### src/rtl/mem_port_arb.sv
// rtl/mem_port_arb.sv - shared memory port arbiter between instruction fetch and data access.
// Data wins arbitration; a saturating starvation counter forces a fetch after STARVE_MAX data grants.
module mem_port_arb #(
  parameter int STARVE_MAX = 4,
  parameter int AW         = 32,
  parameter int DW         = 32
) (
  input  logic            i_clk,
  input  logic            i_reset_n,
  input  logic            i_if_req,
  input  logic [AW-1:0]   i_if_addr,
  input  logic            i_if_flush,
  output logic            o_if_ack,
  output logic [DW-1:0]   o_if_rdata,
  input  logic            i_dm_req,
  input  logic            i_dm_we,
  input  logic [AW-1:0]   i_dm_addr,
  input  logic [DW-1:0]   i_dm_wdata,
  input  logic [DW/8-1:0] i_dm_be,
  output logic            o_dm_ack,
  output logic [DW-1:0]   o_dm_rdata,
  output logic            o_mem_req,
  output logic            o_mem_we,
  output logic [AW-1:0]   o_mem_addr,
  output logic [DW-1:0]   o_mem_wdata,
  output logic [DW/8-1:0] o_mem_be,
  input  logic            i_mem_ack,
  input  logic [DW-1:0]   i_mem_rdata,
  output logic            o_busy
);

  localparam int BW = DW / 8;
  localparam logic [3:0] STARVE_LIM = 4'(STARVE_MAX);

  typedef enum logic [1:0] {IDLE, IF_BUSY, DM_BUSY} state_t;

  state_t          state_q;
  logic [3:0]      starve_q;
  logic            discard_q;
  logic            if_ack_q;
  logic [DW-1:0]   if_rdata_q;
  logic            dm_ack_q;
  logic [DW-1:0]   dm_rdata_q;
  logic            mem_req_q;
  logic            mem_we_q;
  logic [AW-1:0]   mem_addr_q;
  logic [DW-1:0]   mem_wdata_q;
  logic [BW-1:0]   mem_be_q;

  logic grant_dm_d;
  logic grant_if_d;
  logic [3:0] starve_d;

  assign grant_dm_d = i_dm_req && (!i_if_req || (starve_q < STARVE_LIM));
  assign grant_if_d = !grant_dm_d && i_if_req && !i_if_flush;
  assign starve_d   = (starve_q >= STARVE_LIM) ? STARVE_LIM : starve_q + 4'd1;

  always_ff @(posedge i_clk) begin
    if (!i_reset_n) begin
      state_q     <= IDLE;
      starve_q    <= '0;
      discard_q   <= 1'b0;
      if_ack_q    <= 1'b0;
      if_rdata_q  <= '0;
      dm_ack_q    <= 1'b0;
      dm_rdata_q  <= '0;
      mem_req_q   <= 1'b0;
      mem_we_q    <= 1'b0;
      mem_addr_q  <= '0;
      mem_wdata_q <= '0;
      mem_be_q    <= '0;
    end else begin
      if_ack_q <= 1'b0;
      dm_ack_q <= 1'b0;
      unique case (state_q)
        IDLE: begin
          if (grant_dm_d) begin
            state_q     <= DM_BUSY;
            mem_req_q   <= 1'b1;
            mem_we_q    <= i_dm_we;
            mem_addr_q  <= i_dm_addr;
            mem_wdata_q <= i_dm_wdata;
            mem_be_q    <= i_dm_be;
            starve_q    <= i_if_req ? starve_d : 4'd0;
          end else if (grant_if_d) begin
            state_q     <= IF_BUSY;
            mem_req_q   <= 1'b1;
            mem_we_q    <= 1'b0;
            mem_addr_q  <= i_if_addr;
            mem_wdata_q <= '0;
            mem_be_q    <= {BW{1'b1}};
            starve_q    <= 4'd0;
          end else if (!i_if_req) begin
            starve_q <= 4'd0;
          end
        end
        IF_BUSY: begin
          // A flush in the ack cycle must also suppress the ack, hence the direct i_if_flush term.
          if (i_if_flush) discard_q <= 1'b1;
          if (i_mem_ack) begin
            state_q   <= IDLE;
            mem_req_q <= 1'b0;
            discard_q <= 1'b0;
            if (!discard_q && !i_if_flush) begin
              if_ack_q   <= 1'b1;
              if_rdata_q <= i_mem_rdata;
            end
          end
        end
        DM_BUSY: begin
          if (i_mem_ack) begin
            state_q    <= IDLE;
            mem_req_q  <= 1'b0;
            dm_ack_q   <= 1'b1;
            dm_rdata_q <= mem_we_q ? '0 : i_mem_rdata;
          end
        end
        default: state_q <= IDLE;
      endcase
    end
  end

  assign o_if_ack    = if_ack_q;
  assign o_if_rdata  = if_rdata_q;
  assign o_dm_ack    = dm_ack_q;
  assign o_dm_rdata  = dm_rdata_q;
  assign o_mem_req   = mem_req_q;
  assign o_mem_we    = mem_we_q;
  assign o_mem_addr  = mem_addr_q;
  assign o_mem_wdata = mem_wdata_q;
  assign o_mem_be    = mem_be_q;
  assign o_busy      = (state_q != IDLE);

endmodule

### config.mk
export PLATFORM = sky130hd
export DESIGN_NAME = mem_port_arb
export DESIGN_NICKNAME = d
export VERILOG_FILES = /design/src/rtl/mem_port_arb.sv
export SDC_FILE = /design/constraint.sdc
export NUM_CORES = 1
export LEC_CHECK = 0
export BUFFER_PORTS_ARGS = -buffer_cell sky130_fd_sc_hd__buf_2
export CAP_MARGIN = 10
export CORE_ASPECT_RATIO = 0.75
export CORE_MARGIN = 2
export CORE_UTILIZATION = 40
export DETAILED_ROUTE_END_ITERATION = 6
export PLACE_DENSITY = 0.76
export REMOVE_ABC_BUFFERS = 1
export SETUP_SLACK_MARGIN = 0.05
export SKIP_LAST_GASP = 1
export SLEW_MARGIN = 10
export SYNTH_ARGS = -nofsm -noshare
export SYNTH_HDL_FRONTEND = slang
export SYNTH_SLANG_ARGS = --single-unit
### constraint.sdc
create_clock -name i_clk -period 1.85 [get_ports i_clk]
set_clock_uncertainty 0.15 [all_clocks]
set_input_delay 0.37 -clock i_clk [delete_from_list [all_inputs] [get_ports i_clk]]
set_output_delay 0.37 -clock i_clk [all_outputs]
set_load 0.02 [all_outputs]
* After elaboration in Yosys (flattened, before gate mapping) *
Cells that the tools add are included.
W data, S select, Z words.

word-level totals
  flip-flop bits (word level) = 143
  output and inout bits = 137

operators by class
  add/sub/neg operators = 1
  magnitude comparators = 2
  equality and inequality tests = 5
  mux-type cells = 26
  reductions and logical operators = 24

operator list
  cell                   number
  $mux W32               5
  $mux W4                7
  $reduce_and A2 Y1      6
  $mux W1                9
  $reduce_and A3 Y1      3
  $reduce_bool A2 Y1     4
  $mux W2                3
  $add A4 B1 Y4 const B  1
  $ge A4 B3 Y1 const B   1
  $logic_and A1 B1 Y1    4
  $logic_not A1 Y1       4
  $lt A4 B3 Y1 const B   1
  $pmux W2 S2            1
  $ne A3 B1 Y1 const B   1
  $ne A3 B3 Y1 const B   1
  $eq A2 B1 Y1 const B   1
  $eq A2 B2 Y1 const B   1
  $logic_not A2 Y1       1
  $ne A2 B1 Y1 const B   1
  $pmux W1 S2            1
  $reduce_or A2 Y1       1
  $logic_or A1 B1 Y1     1

* Longest topological paths before layout *
  word-level depth = 9
  mapped depth = 8
  mapped depth without buffers = 6

* Least setup slack after synthesis *
OpenSTA, ideal clock, no wires.

  path type = register to register
  from = register state_q[0]
  to = register mem_addr_q[10], in the netlist o_mem_addr[10]
  setup time = 0.117 ns
  data arrival time = 1.600 ns
  path slack = -0.018 ns
  stages on the path, launching flop included = 9
  buffers on the path = 2
  clock period less this slack = 1.868 ns
  path through = dfxtp_1 > inv_1 > ha_1 > inv_2 > or3_1 > buf_6 > buf_12 > o221ai_2 > nor2_1

between the ends
  word-level cells in the longest chain between the ends = 2

RTL lines
  item                         RTL line  text
  start: declaration           37        state_t state_q;
  start signal: assignment     60        state_q <= IDLE;
  start signal: assignment     78        state_q <= DM_BUSY;
  start signal: assignment     86        state_q <= IF_BUSY;
  $logic_not A2 Y1             75        unique case (state_q)
  $reduce_and A2 Y1 (no line)  -
  end signal: assignment       81        mem_addr_q <= i_dm_addr;
  end signal: assignment       89        mem_addr_q <= i_if_addr;
  end: declaration             46        logic [AW-1:0] mem_addr_q;

No other way between the ends.
A chain may end at the register's enable or synchronous reset.

* Worst setup path in the final report *
  from = register state_q[1]
  to = register mem_addr_q[8], in the netlist o_mem_addr[8]

Same word-level chain as after synthesis.

==> metrics.md <==
| Metric | Value |
|---|---|
| Worst Setup EP | o_mem_addr[8]$_SDFFE_PN0P_ |
| Max-cap violations | 0 |
| Cells after synthesis | 497 |
| Hold_ws | 0.02813 ns |
| Syn_area_per_cell | 10.30 µm² |
| Nets | 915 |
| Worst R2R Path Depth | 7 |
| Mapped Area | 5121 µm² |
| Final HPWL DP | 10.13 mm |
| Worst Path Max Fanout | 32 |
| Routability cong. | 0.7740 |
| Initial Utilization | 41.32% |
| Top cells by area, synth | dfxtp_1 (56%), a22o_1 (11%), o221ai_2 (6.5%) |
| Sequential fraction of the synthesis area | 55.90% |
| Peak supply drop | 0.6513 mV |
| Reg2reg start | state_q[1]$_SDFFE_PN0P_ |
| Antenna Nets Post-Route | 0 |
| Post-CTS setup buffers | 0 |
| FF-to-FF End | o_mem_addr[8]$_SDFFE_PN0P_ |
| Final setup vio count | 0 |
| Multi-input gate area | 2044 µm² |
| Htree depth | 4 |
| First-pass GRT wire length | 21.33 mm |
| Unrepaired setup endpoints after global routing | true |
| Area leader, netlist | dfxtp_1 |
| Largest net degree at the start of global routing | 34 |
| GRT Total Usage | 19.48% |
| Seq. cell area | 2865 µm² |
| Final period util | 94.64% |
| DR iter-0 viols | 181 |
| Core Area | 12390 µm² |
| Worst Path Buf+Inv | 3 |
| Fin util | 59.67% |
| Clock Latency Late Sink | 0.40 ns |
| XOR/XNOR Fraction of Synth Area | 0% |
| Most frequent cells in the layout | buf_2 (274), dfxtp_1 (141), nand2_1 (70) |
| Antenna cell count | 0 |
| Drt wl/cell | 14.71 µm |
| Top delay family on crit path | simple AND/OR/NAND/NOR gates |
| Post-synthesis mux area share | 0% |
| Cell Pwr Density | 1095 nW/µm² |
| Worst setup SP type | flip-flop |
| FFs w/ async S/R, synth | 0% |
| Status | finished, final reports clean |
| Compound-Gate Fraction of Synth Area | 25.34% |
| R2r setup slk | 0.1 ns |
| Pre-CTS WS | 0.03499 ns |
| Layout area overhead | 44.39% |
| Worst Path Required | 1.98 ns |
| Crit. path cell count | 7 |
| Die H | 102.0 µm |
| Crit-path cells | inv_2, ha_4, inv_4, or3_1, buf_12, o221ai_2, nor2_1 |
| Worst-Margin Slew | 0.4327 ns |
| Hold Violations, Final | 0 |
| Post-Synth Adder-Cell Area | 0.9773% |
| Total Power | 8.100 mW |
| Die width | 134.7 µm |
| CP Data Arrival Time | 1.88 ns |
| Num CTS Buffers | 17 |
| Critical Path End Type | flip-flop |
| Final worst path period need | 1.751 ns |
| CTS tree | done |
| Crit path max-delay cell type | or3_1 |
| Most common cell after layout, fill and taps aside | buf_2 |
| Main combinational cell family by area after synthesis | compound AO/OA/AOI/OAI gates |
| Total negative slack | 0 ns |
| Max frequency | 0.5711 GHz |
| Crit. Startpoint | state_q[1]$_SDFFE_PN0P_ |
| P_leak | 3.521 nW |
| Pins over their slew limit | 0 |
| Clock root buffer | clkbuf_16 |
| CP max stage delay | 0.41 ns |
| Post-synth EDFFs | 0 |
| Vias per std cell | 4.951 |
| Clock sinks | 143 |
| # fillers | 1053 |
| Netlist cell types | 34 |
| Slew HR | 70.85% |
| CTS Hold Buffers Added | 0 |
| Reg clk slew, reported paths | 0.06 ns |
| CP Class | flip-flop to flip-flop |
| Worst min path class | input port to flip-flop |
| Router iterations before antenna repair | 4 |
| Initial antenna violation count | 0 |
| DIE AREA | 13730 µm² |
| Residual DRC count | 0 |
| Primary FF master, synth | dfxtp_1 |
| Io pins | 276 |
| Share of cells above drive strength 1 | 48.21% |
| Routed Wire Length | 13.98 mm |
| Ys Warns | 0 |
| Post-route worst setup slack | 0.09907 ns |
| Congestion Overflow GR | 0 |
| Share of the synthesized area in the top cell type | 55.90% |
| FP Rows | 35 |
| Via count | 4703 |
| Longest Clk Path Bufs | 2 |
| Input/output buffers | 275 |
| Post-Synth Simple-Gate Area | 12.73% |
| Vias in the first global route | 4287 |
| FF+latch count, synth | 143 |
## where the power goes
part / switching (mW) / internal [mW] / total, mW
sequential: 0.0982 / 3.28 / 3.38
clock: 1.28 / 2.20 / 3.48
combinational: 0.732 / 0.509 / 1.24
total: 2.11 / 5.99 / 8.10
## cell usage after synthesis (all sizes together) (4+ instances only)
library cell / count
a21oi: 36
a22o: 65
and3: 4
buf: 25
clkbuf: 15
dfxtp: 143
ha: 4
inv: 5
nand2: 72
nor2: 59
nor3: 11
o21ai: 6
o221a: 4
o221ai: 22
o22ai: 11
## through the flow
step / cells / instance area (µm²)
floorplan: 457 / 4881
global placement: 919 / 6748
detailed placement: 919 / 6748
CTS: 950 / 7376
global route: 950 / 7395
finish: 950 / 7395
## how the worst min path moves through the flow
stage | startpoint | to | slack (ns) | depth (start not counted)
6_report | i_dm_we | o_mem_we$_SDFFE_PN0P_ | 0.03 | 2
5_1_grt | i_dm_wdata[15] | o_mem_wdata[15]$_SDFFE_PN0P_ | 0.001 | 2
4_1_cts | i_dm_we | o_mem_we$_SDFFE_PN0P_ | 0.009 | 2
3_5_place_dp | o_mem_req$_SDFFE_PN0P_ | o_mem_req$_SDFFE_PN0P_ | 0.29 | 2
3_3_place_gp | o_if_rdata[8]$_SDFFE_PN0P_ | o_if_rdata[8]$_SDFFE_PN0P_ | 0.29 | 2
2_1_floorplan | starve_q[1]$_SDFFE_PN0P_ | starve_q[1]$_SDFFE_PN0P_ | 0.30 | 2
## final cells by class
cell class,count,area share [%]
Tap cell,166,2.809
Clock inverter,11,2.098
Multi-Input combinational cell,309,27.65
Timing Repair Buffer,296,22.23
Inverter,5,0.2876
Clock buffer,20,6.176
Sequential cell,143,38.75
## timing repair
action                     in CTS  in global routing
pin swaps                       0                  1
gates resized for setup         6                  6
setup endpoints to repair       5                 22
## cells by family (layout without fill, tap and decap cells)
group / count (synthesis) / after routing
AND/OR/NAND/NOR: 158 / 158
flip-flops: 143 / 143
AO/OA/AOI/OAI: 147 / 147
buffers and inverters: 45 / 332
adder cells (fa/ha/maj): 4 / 4
## sequential cells by signal, indices dropped and copies added, names as in the netlist
signal and count:
discard_q 1, o_dm_ack 1, o_dm_rdata 32, o_if_ack 1, o_if_rdata 32, o_mem_addr 32, o_mem_be 4, o_mem_req 1
o_mem_wdata 32, o_mem_we 1, starve_q 4, state_q 2
## per-layer routing
metal,global-route usage [%],vias up,routed length [µm]
li1,-,2324,-
met1,25.22,2188,6180
met2,31.08,173,6606
met3,6.746,18,984
met4,5.668,0,206
met5,0,-,0
Note: power is estimated with default switching activity, not from simulation.
